$ cat src/rtl/sram_port_arbiter.sv
// -----------------------------------------------------------------------------
// sram_port_arbiter
//
// Shares one byte_sram between two single-byte requesters (port A, port B)
// using round-robin arbitration with a req/gnt handshake. The granted access
// is registered and presented to the SRAM in the following cycle. Read data is
// returned to the port that issued the read, RD_LATENCY cycles after the
// strobe, with a one-cycle rvalid pulse.
//
// Ports
//   sram_clk, sram_ares_n     clock (rising edge), async active-low reset
//   arb_en                    0 blocks new grants and freezes the pointer
//   a_req/a_we/a_addr/a_wdata port A request (held stable until a_gnt)
//   a_gnt                     port A request accepted this cycle (combinational)
//   a_rvalid/a_rdata          port A read return (rdata is 0 when not valid)
//   b_*                       same set for port B
//   wr_enable/rd_enable       registered SRAM strobes
//   ram_index/sram_data_in    registered SRAM address / write data
//   sram_data_out             SRAM read data
//   busy                      issue stage or any read return still pending
// -----------------------------------------------------------------------------
module sram_port_arbiter #(
  parameter int ADDR_W     = 7,
  parameter int DATA_W     = 8,
  parameter int RD_LATENCY = 1
) (
  input  logic              sram_clk,
  input  logic              sram_ares_n,
  input  logic              arb_en,
  input  logic              a_req,
  input  logic              a_we,
  input  logic [ADDR_W-1:0] a_addr,
  input  logic [DATA_W-1:0] a_wdata,
  output logic              a_gnt,
  output logic              a_rvalid,
  output logic [DATA_W-1:0] a_rdata,
  input  logic              b_req,
  input  logic              b_we,
  input  logic [ADDR_W-1:0] b_addr,
  input  logic [DATA_W-1:0] b_wdata,
  output logic              b_gnt,
  output logic              b_rvalid,
  output logic [DATA_W-1:0] b_rdata,
  output logic              wr_enable,
  output logic              rd_enable,
  output logic [ADDR_W-1:0] ram_index,
  output logic [DATA_W-1:0] sram_data_in,
  input  logic [DATA_W-1:0] sram_data_out,
  output logic              busy
);

  typedef enum logic {
    PORT_A = 1'b0,
    PORT_B = 1'b1
  } port_e;

  port_e                  prio;      // port that wins when both request
  port_e                  iss_port;  // owner of the access in the issue stage
  logic [RD_LATENCY-1:0]  tag_v;     // read-return tags, index 0 is youngest
  port_e                  tag_p [RD_LATENCY];

  logic                   any_gnt;
  logic                   sel_we;
  logic [ADDR_W-1:0]      sel_addr;
  logic [DATA_W-1:0]      sel_wdata;

  // Grant decision. Gating with the reset keeps gnt low while reset is held,
  // even though requests may already be present.
  always_comb begin
    // NOTE: every always_comb output gets a default first so no path leaves
    // it unassigned, which would otherwise infer a latch.
    a_gnt = 1'b0;
    b_gnt = 1'b0;
    if (sram_ares_n && arb_en) begin
      if (a_req && (!b_req || prio == PORT_A)) begin
        a_gnt = 1'b1;
      end else if (b_req) begin
        b_gnt = 1'b1;
      end
    end
  end

  assign any_gnt   = a_gnt | b_gnt;
  assign sel_we    = b_gnt ? b_we    : a_we;
  assign sel_addr  = b_gnt ? b_addr  : a_addr;
  assign sel_wdata = b_gnt ? b_wdata : a_wdata;

  // Issue stage: the granted access drives the SRAM in the next cycle.
  always_ff @(posedge sram_clk or negedge sram_ares_n) begin
    if (!sram_ares_n) begin
      prio         <= PORT_A;
      iss_port     <= PORT_A;
      wr_enable    <= 1'b0;
      rd_enable    <= 1'b0;
      ram_index    <= '0;
      sram_data_in <= '0;
    end else begin
      // NOTE: sequential state uses non-blocking assignments so every
      // register samples its pre-edge inputs regardless of statement order.
      wr_enable <= any_gnt &  sel_we;
      rd_enable <= any_gnt & ~sel_we;
      if (any_gnt) begin
        ram_index <= sel_addr;
        iss_port  <= b_gnt ? PORT_B : PORT_A;
        // The port just served loses the next tie.
        prio      <= a_gnt ? PORT_B : PORT_A;
      end
      if (any_gnt && sel_we) begin
        sram_data_in <= sel_wdata;
      end
    end
  end

  // Read-return tags travel alongside the SRAM latency. Reset clears them so
  // reads in flight at reset never produce rvalid.
  always_ff @(posedge sram_clk or negedge sram_ares_n) begin
    if (!sram_ares_n) begin
      tag_v <= '0;
      for (int i = 0; i < RD_LATENCY; i++) begin
        tag_p[i] <= PORT_A;
      end
    end else begin
      tag_v[0] <= rd_enable;
      tag_p[0] <= iss_port;
      for (int i = 1; i < RD_LATENCY; i++) begin
        tag_v[i] <= tag_v[i-1];
        tag_p[i] <= tag_p[i-1];
      end
    end
  end

  assign a_rvalid = tag_v[RD_LATENCY-1] && (tag_p[RD_LATENCY-1] == PORT_A);
  assign b_rvalid = tag_v[RD_LATENCY-1] && (tag_p[RD_LATENCY-1] == PORT_B);
  assign a_rdata  = a_rvalid ? sram_data_out : '0;
  assign b_rdata  = b_rvalid ? sram_data_out : '0;
  assign busy     = wr_enable | rd_enable | (|tag_v);

endmodule

$ cat config.mk
export PLATFORM = sky130hd
export DESIGN_NAME = sram_port_arbiter
export DESIGN_NICKNAME = d
export VERILOG_FILES = /design/src/rtl/sram_port_arbiter.sv
export SDC_FILE = /design/constraint.sdc
export NUM_CORES = 1
export LEC_CHECK = 0
export CORE_MARGIN = 2
export CORE_UTILIZATION = 32
export CTS_BUF_LIST = sky130_fd_sc_hd__clkbuf_8
export CTS_CLUSTER_SIZE = 12
export DETAILED_ROUTE_END_ITERATION = 8
export GPL_TIMING_DRIVEN = 0
export PLACE_DENSITY_LB_ADDON = 0.12
export SLEW_MARGIN = 5
export SYNTH_ARGS = -nofsm -noshare
export SYNTH_HDL_FRONTEND = slang
export SYNTH_SLANG_ARGS = --single-unit
export TNS_END_PERCENT = 30
$ cat constraint.sdc
create_clock -name sram_clk -period 1.64 [get_ports sram_clk]
set_input_delay 0.328 -clock sram_clk [delete_from_list [all_inputs] [get_ports sram_clk]]
set_output_delay 0.328 -clock sram_clk [all_outputs]
set_load 0.05 [all_outputs]
After elaboration in Yosys (flattened, before gate mapping)
Index checks and enable logic that the tools add are counted.

Bits in registers: 21. Bits of input ports: 45. Output and inout port bits: 38. Word-level logic and storage cells: 35.

Muxes and demuxes: 12. Bitwise gates (word level): 8. Reduce and logical (&&, ||, !) cells: 7.

Operators by type and width (number): $mux 8 (3); $mux 1 (8); $mux 7 (1); $logic_and 1x1->1 (5); $not 1->1 (3); $or 1x1->1 (3); $and 1x1->1 (2); $logic_not 1->1 (1); $logic_or 1x1->1 (1).

Depth between registers and ports, before layout
Depth in word-level cells: 8. Gate-level depth with buffers: 5. Gate-level depth less buffers: 3.

Worst setup path before layout
Ideal clock, no wire load.

Path type: register to output. From: register tag_p. To: output port a_rdata[0]. Arrival time: 1.608 ns. Required time: 1.312 ns. Slack: -0.296 ns. Cell stages (with the launch flop): 4. Buffers on the path: 1. Path through: dfrtp_1 > nor2b_1 > clkbuf_1 > and2_1.

Longest elaborated chain between the ends: 3.

RTL lines: from (decl) (line 60) `port_e tag_p [RD_LATENCY];`; from (signal, indexed assignment) (line 127) `tag_p[i] <= tag_p[i-1];`; $not 1->1 (line 132) `assign a_rvalid = tag_v[RD_LATENCY-1] && (tag_p[RD_LATENCY-1] == PORT_A);`; $logic_and 1x1->1 (line 132); via a_rvalid (line 35) `output logic a_rvalid,`; $mux 8 (line 134) `assign a_rdata = a_rvalid ? sram_data_out : '0;`; to (decl) (line 36) `output logic [DATA_W-1:0] a_rdata,`.

The timed path passes the listed nets, and every way through them passes these cells.

Worst setup path after layout
From: register tag_p. To: output port b_rvalid.

Longest elaborated chain between the ends: 1.

RTL lines: $logic_and 1x1->1 (line 133) `assign b_rvalid = tag_v[RD_LATENCY-1] && (tag_p[RD_LATENCY-1] == PORT_B);`; to (decl) (line 42) `output logic b_rvalid,`.

Every way passes these cells.

==> flow_summary.yaml <==
cts:
  cts.sinks: 21
  cts_tree: "built"
  cts_max_level: 1
  clk_pin_slew_worst_paths_ns: 0.08
  cts_buffer_depth: 2
  cts_buffers: 3
  root_buffer: "clkbuf_8"
  clock_latency_ns: 0.26
yosys:
  synth.yosys.seq_area_share_pct: 45.9
  yosys_warnings: 0
  syn_area_um2: 1150
  synth_compound_area_share_pct: 20.9
  synth_area_leaders: "dfrtp_1 46%, a311oi_2 10%, and2_1 8.7%, a221o_1 6.1%, and3_1 4.4%"
  yosys.area.top_type: "dfrtp_1"
  async_flop_share_pct: 100
  synth_common_cells: "21 x dfrtp_1, 16 x and2_1"
  synth-edff-count: 0
  syn_nets: 153
  yosysTopAreaCellShare_pct: 45.9
  synth_top_family_by_area: "simple AND/OR/NAND/NOR gates"
  yosysUniqueCellTypes: 26
  synth_xor_area_share_pct: 0
  yosysMostFrequentCell: "dfrtp_1"
  synth.mux.area_fraction_pct: 0
  synthFlopType: "dfrtp_1"
  synthCells: 108
  synth.avg_cell_area_um2: 10.6
  synth-adder-area-share_pct: 0
  ys_ff_latch: 21
  synthSimpleGateAreaFrac_pct: 26.4
timing:
  grt_setup_unrepaired: "yes"
  slew_violations: 0
  setup_viol_count_final: 0
  finalHoldViolCount: 0
  max_slew_margin_pct: 38.2
  fin_crit_sh_pct: 98.3
  worstMarginPinSlew_ns: 0.926
  skew_ns: 0.00238
  worst_slack_ns: 0.0277
  fmax_ghz: 0.620
  fin_crit_ns: 1.61
global_route:
  grt_max_degree: 22
  grt_pass1_vias: 1297
  grt_pass1_wl_um: 5890
  antenna_found_initial: 0
  grtUsageTotal_pct: 18.0
  gr-total-overflow: 0
layout:
  fillers: 282
  final_nets: 244
  final_cell_count_no_fill: 244
  layout-drive-gt1-share_pct: 27.8
  diodes: 0
  postLayoutCellArea_um2: 2130
  area_delta_synth_final_pct: 85.6
placed_design:
  gp_congestion: 0.771
  placed_area_um2: 2030
  dpl.cell_count: 236
  post-dp-hpwl_um: 2540
  pre_cts_slack_ns: -2.02
  io_buffer_count: 82
power:
  ir_drop_mv: 0.525
  leakage_nw: 1.01
  power_density_nw_per_um2: 912
critical_path:
  crit_path_max_fanout: 9
  r2r_start: "prio$_DFFE_PN0P_"
  end_kind: "output pin"
  crit_arrival_ns: 1.28
  crit_type: "flip-flop to output pin"
  crit_start: "tag_p$_DFF_PN0_"
  cp-start-kind: "flip-flop"
  reg2reg_depth: 5
  reg2reg_setup_slack_ns: 0.13
  reg2reg_to: "sram_data_in[6]$_DFFE_PN0P_"
  cp_data_required_time_ns: 1.31
  endpoint: "b_rvalid"
routing:
  routed_wl_um: 3540
  drt-vias-per-instance: 4.98
  drtIter0Drc: 31
  vias: 1214
  drt_pass1_iterations: 4
  wl_per_cell_um: 14.5
  ant_nets: 0
  drc_errors: 0
floorplan:
  fp.dieW_um: 63.8
  initial_core_util_pct: 33.8
  num_rows: 21
  die_area_um2: 4080
  core_um2: 3390
  die_h_um: 63.8
  ios: 83
run_status:
  outcome: "completed"
job:
  drv_cap: 0
hold_path:
  hp-class: "input pin to flip-flop"
-- timing repair --
action                                  4_1_cts  5_1_grt
pin swaps                                     3        2
hold endpoints to repair                     21        0
setup buffers                                 2        1
resized for setup                           150       18
endpoints found under the setup margin       57       19
hold buffers                                  1        0
-- worst max-delay path, stage by stage, from the launching register on --
cell,delay (ns)
dfrtp_2,0.43
buf_12,0.14
and2_1,0.14
clkdlybuf4s15_2,0.32
-- registers in the layout, summed over array words and instances, names as in the netlist --
signal and flops:
ram_index 7, tag_p 1, prio 1, sram_data_in 8, tag_v 1, wr_enable 1, iss_port 1, rd_enable 1
-- cell families (layout without fill, tap and decap cells) --
logic type	count (synthesis)	count (layout)
AOI/OAI and AO/OA	21	21
and+or+nand+nor	50	50
DFF	21	21
buffers and inverters	16	106
-- layer usage --
metal	vias to the layer above	wire [um]	global-route usage (%)	part of all wire, %
met1	566	1530	21.7	43
li1	585	-	-	-
met4	0	19	4.89	0.54
met5	-	0	0	0
met3	2	323	4.75	9.1
met2	61	1670	31.3	47
-- placed cells by master, fill, tap and decap left out, types with 3 or more instances in the layout --
cell             count
a221o_1              7
a311oi_2             8
and2_1              12
and2_2               3
and3_1               8
buf_2                9
buf_4                5
buf_6               12
clkbuf_8             4
clkdlybuf4s50_1     40
dfrtp_1             20
dlygate4sd2_1       20
inv_1                8
nor3_1               8
nor4_1               8
-- worst min-delay path by stage --
| stage | from | to | slack [ns] | cells after the start |
|---|---|---|---|---|
| after floorplan | sram_ares_n | iss_port$_DFFE_PN0P_ | 0.03 | 0 |
| after global placement | iss_port$_DFFE_PN0P_ | tag_p$_DFF_PN0_ | 0.36 | 0 |
| after detailed placement | iss_port$_DFFE_PN0P_ | tag_p$_DFF_PN0_ | 0.37 | 0 |
| after CTS | iss_port$_DFFE_PN0P_ | tag_p$_DFF_PN0_ | 0.39 | 0 |
| after global routing | iss_port$_DFFE_PN0P_ | tag_p$_DFF_PN0_ | 0.40 | 0 |
| final | sram_ares_n | prio$_DFFE_PN0P_ | 0.39 | 2 |
-- metrics by stage --
stage | setup TNS, ns | utilization (%) | total power, mW | hold WS [ns]
after floorplan | -0.0657 | - | 1.26 | 0.0324
after global placement | -32.02 | 59.9 | 1.62 | 0.364
after detailed placement | -32.67 | 59.9 | 1.64 | 0.371
after CTS | -0.107 | 62.6 | 1.93 | 0.388
after global routing | -0.0962 | 62.8 | 2.03 | 0.396
final | 0 | 62.8 | 1.94 | 0.387
-- power by group --
group | leakage, nW | internal, mW | switching [mW]
Combinational | 0.735 | 0.351 | 0.574
Clock | 0.0255 | 0.169 | 0.166
Sequential | 0.250 | 0.621 | 0.0597
Total | 1.01 | 1.14 | 0.800
-- cell type report --
class | count | area, um^2 | area share (%)
Multi-Input combinational cell | 71 | 588 | 27.6
Sequential cell | 21 | 527 | 24.8
Clock buffer | 3 | 41.3 | 1.94
Tap cell | 46 | 57.6 | 2.71
Timing Repair Buffer | 86 | 811 | 38.1
Buffer | 7 | 63.8 | 3.00
Inverter | 9 | 33.8 | 1.59
Clock inverter | 1 | 5.00 | 0.235
No activity file was read; power rests on OpenSTA's default activity.
==> variant (config.mk and constraints unchanged) <==
`RD_LATENCY`: 1 -> 2.
--- a/src/rtl/sram_port_arbiter.sv
+++ b/src/rtl/sram_port_arbiter.sv
@@ -22,7 +22,7 @@
 module sram_port_arbiter #(
   parameter int ADDR_W     = 7,
   parameter int DATA_W     = 8,
-  parameter int RD_LATENCY = 1
+  parameter int RD_LATENCY = 2
 ) (
   input  logic              sram_clk,
   input  logic              sram_ares_n,
Behaviour: not the same (a bounded check fails within 4 cycles, from zero or initial values).
==> variant against the original RTL <==
The run now ends with setup timing left. Wire length grew 4.7%. Final area grew 1.8%. Setup slack lost 120 ps. Clock power rose by 6%. Sequential cell count increased by 2. Global-route usage rose by 0.47 points. Power grew 3.8%. Sequential share of layout area grew 1.9 points. Die area increased by 4.2%. Synthesized area increased by 4.5%. Combinational power decreased by 0.5%.
==> variant: results (changes against the original RTL) <==
\begin{tabular}{lr}
\hline
Metric & Value \\
\hline
\multicolumn{2}{l}{\textbf{Synth}} \\
Top cells by area, synth & dfrtp\_1, a311oi\_2, and2\_1, a221o\_1, and3\_1 \\
Mapped Cells & 110 (+1.9\%) \\
Seq/Total Area, Yosys & 48.1\% (+2.2 points) \\
Compound-cell area share of the yosys netlist & 20.0\% (-0.89 points) \\
Top cells by count, synth & dfrtp\_1, and2\_1 \\
\multicolumn{2}{l}{\textbf{GRT}} \\
Fraction of met1 tracks used by global routing & 23.0\% (+1.3 points) \\
Maximum number of pins on one net before global-route repair & 24 (+9.1\%) \\
Vias in the first global route & 1240 (-4.4\%) \\
GR met3 Demand/Resource & 4.79\% (+0.041 points) \\
Global-route wire length before repair & 6000 um (+1.9\%) \\
\multicolumn{2}{l}{\textbf{STA}} \\
Hold slack final & 358 ps (-28.9 ps) \\
Final-layout setup total negative slack & -93.8 ps (-93.8 ps) \\
Final Setup Violations & 1 (+1) \\
Worst-case setup margin in the final layout & -93.8 ps (-121 ps) \\
\multicolumn{2}{l}{\textbf{Pwr}} \\
Power drawn by the sequential cells & 0.000739 W (+8.7\%) \\
Static power due to leakage & 1.04 nW (+3.2\%) \\
Power per standard cell area & 930 nW/um2 (+1.9\%) \\
Power in combinational cells & 0.000920 W (-0.5\%) \\
Peak supply drop & 0.000510 V (-2.8\%) \\
Internal power consumption & 0.00119 W (+4.4\%) \\
\multicolumn{2}{l}{\textbf{Status}} \\
Outcome & complete, but fails checks \\
Violations in the final reports & setup timing \\
\multicolumn{2}{l}{\textbf{Critical path}} \\
Cell with the biggest individual delay on the critical path & or4\_4 \\
CP max FO & 5 (-4) \\
Kind of cell adding the most delay to the critical path & simple AND/OR/NAND/NOR gates \\
\multicolumn{2}{l}{\textbf{Route}} \\
Wl on met1 & 1570 um (+2.9\%) \\
Final routed wire length divided by cell count & 14.8 um (+2.2\%) \\
Per-cell via count in the routed design & 4.96 (-0.39\%) \\
\multicolumn{2}{l}{\textbf{Placed design}} \\
Area after DPL & 2090 um2 (+2.7\%) \\
Pre-CTS worst setup slack & -2090 ps (-70.5 ps) \\
Placed insts & 240 (+1.7\%) \\
\multicolumn{2}{l}{\textbf{Worst hold path}} \\
Tightest Hold Check Type & reg2reg \\
Destination of the worst hold path & tag\_p[0]\$\_DFF\_PN0\_ \\
\multicolumn{2}{l}{\textbf{Layout}} \\
Layout cells sized above 1 & 27.7\% (-0.055 points) \\
Area used by sequential logic in the layout & 577 um2 (+9.5\%) \\
Count of nets after finishing & 248 (+1.6\%) \\
Layout fillers & 330 (+17\%) \\
\hline
\end{tabular}
-- variant: cell types whose count changed after synthesis, sizes merged --
cell   unedited run  this run
dfrtp            21        23
or4               0         1
or3               2         1
-- variant: cell type report --
class / instances / area share, %
buffer: 7 / 2.95
clock buffer: 3 / 1.91
clock inverter: 1 / 0.231
inverter: 9 / 1.56
multi-input combinational: 71 / 26.9
sequential: 23 / 26.6
tap: 48 / 2.77
timing repair buffer: 88 / 37.1
-- variant: logic make-up (layout without fill, tap and decap cells) --
family                 count (synthesis)  in the layout
AND/OR/NAND/NOR                       50             50
flip-flops                            23             23
AO/OA/AOI/OAI                         21             21
buffers and inverters                 16            108
-- variant: repair_timing --
action | in CTS | in global routing
setup buffers | 2 | 2
resized for setup | 154 | 13
pin swaps | 2 | 0
hold endpoints to repair | 23 | 0
setup endpoints to repair | 57 | 39
hold buffers | 1 | 0
gates cloned | 1 | 0
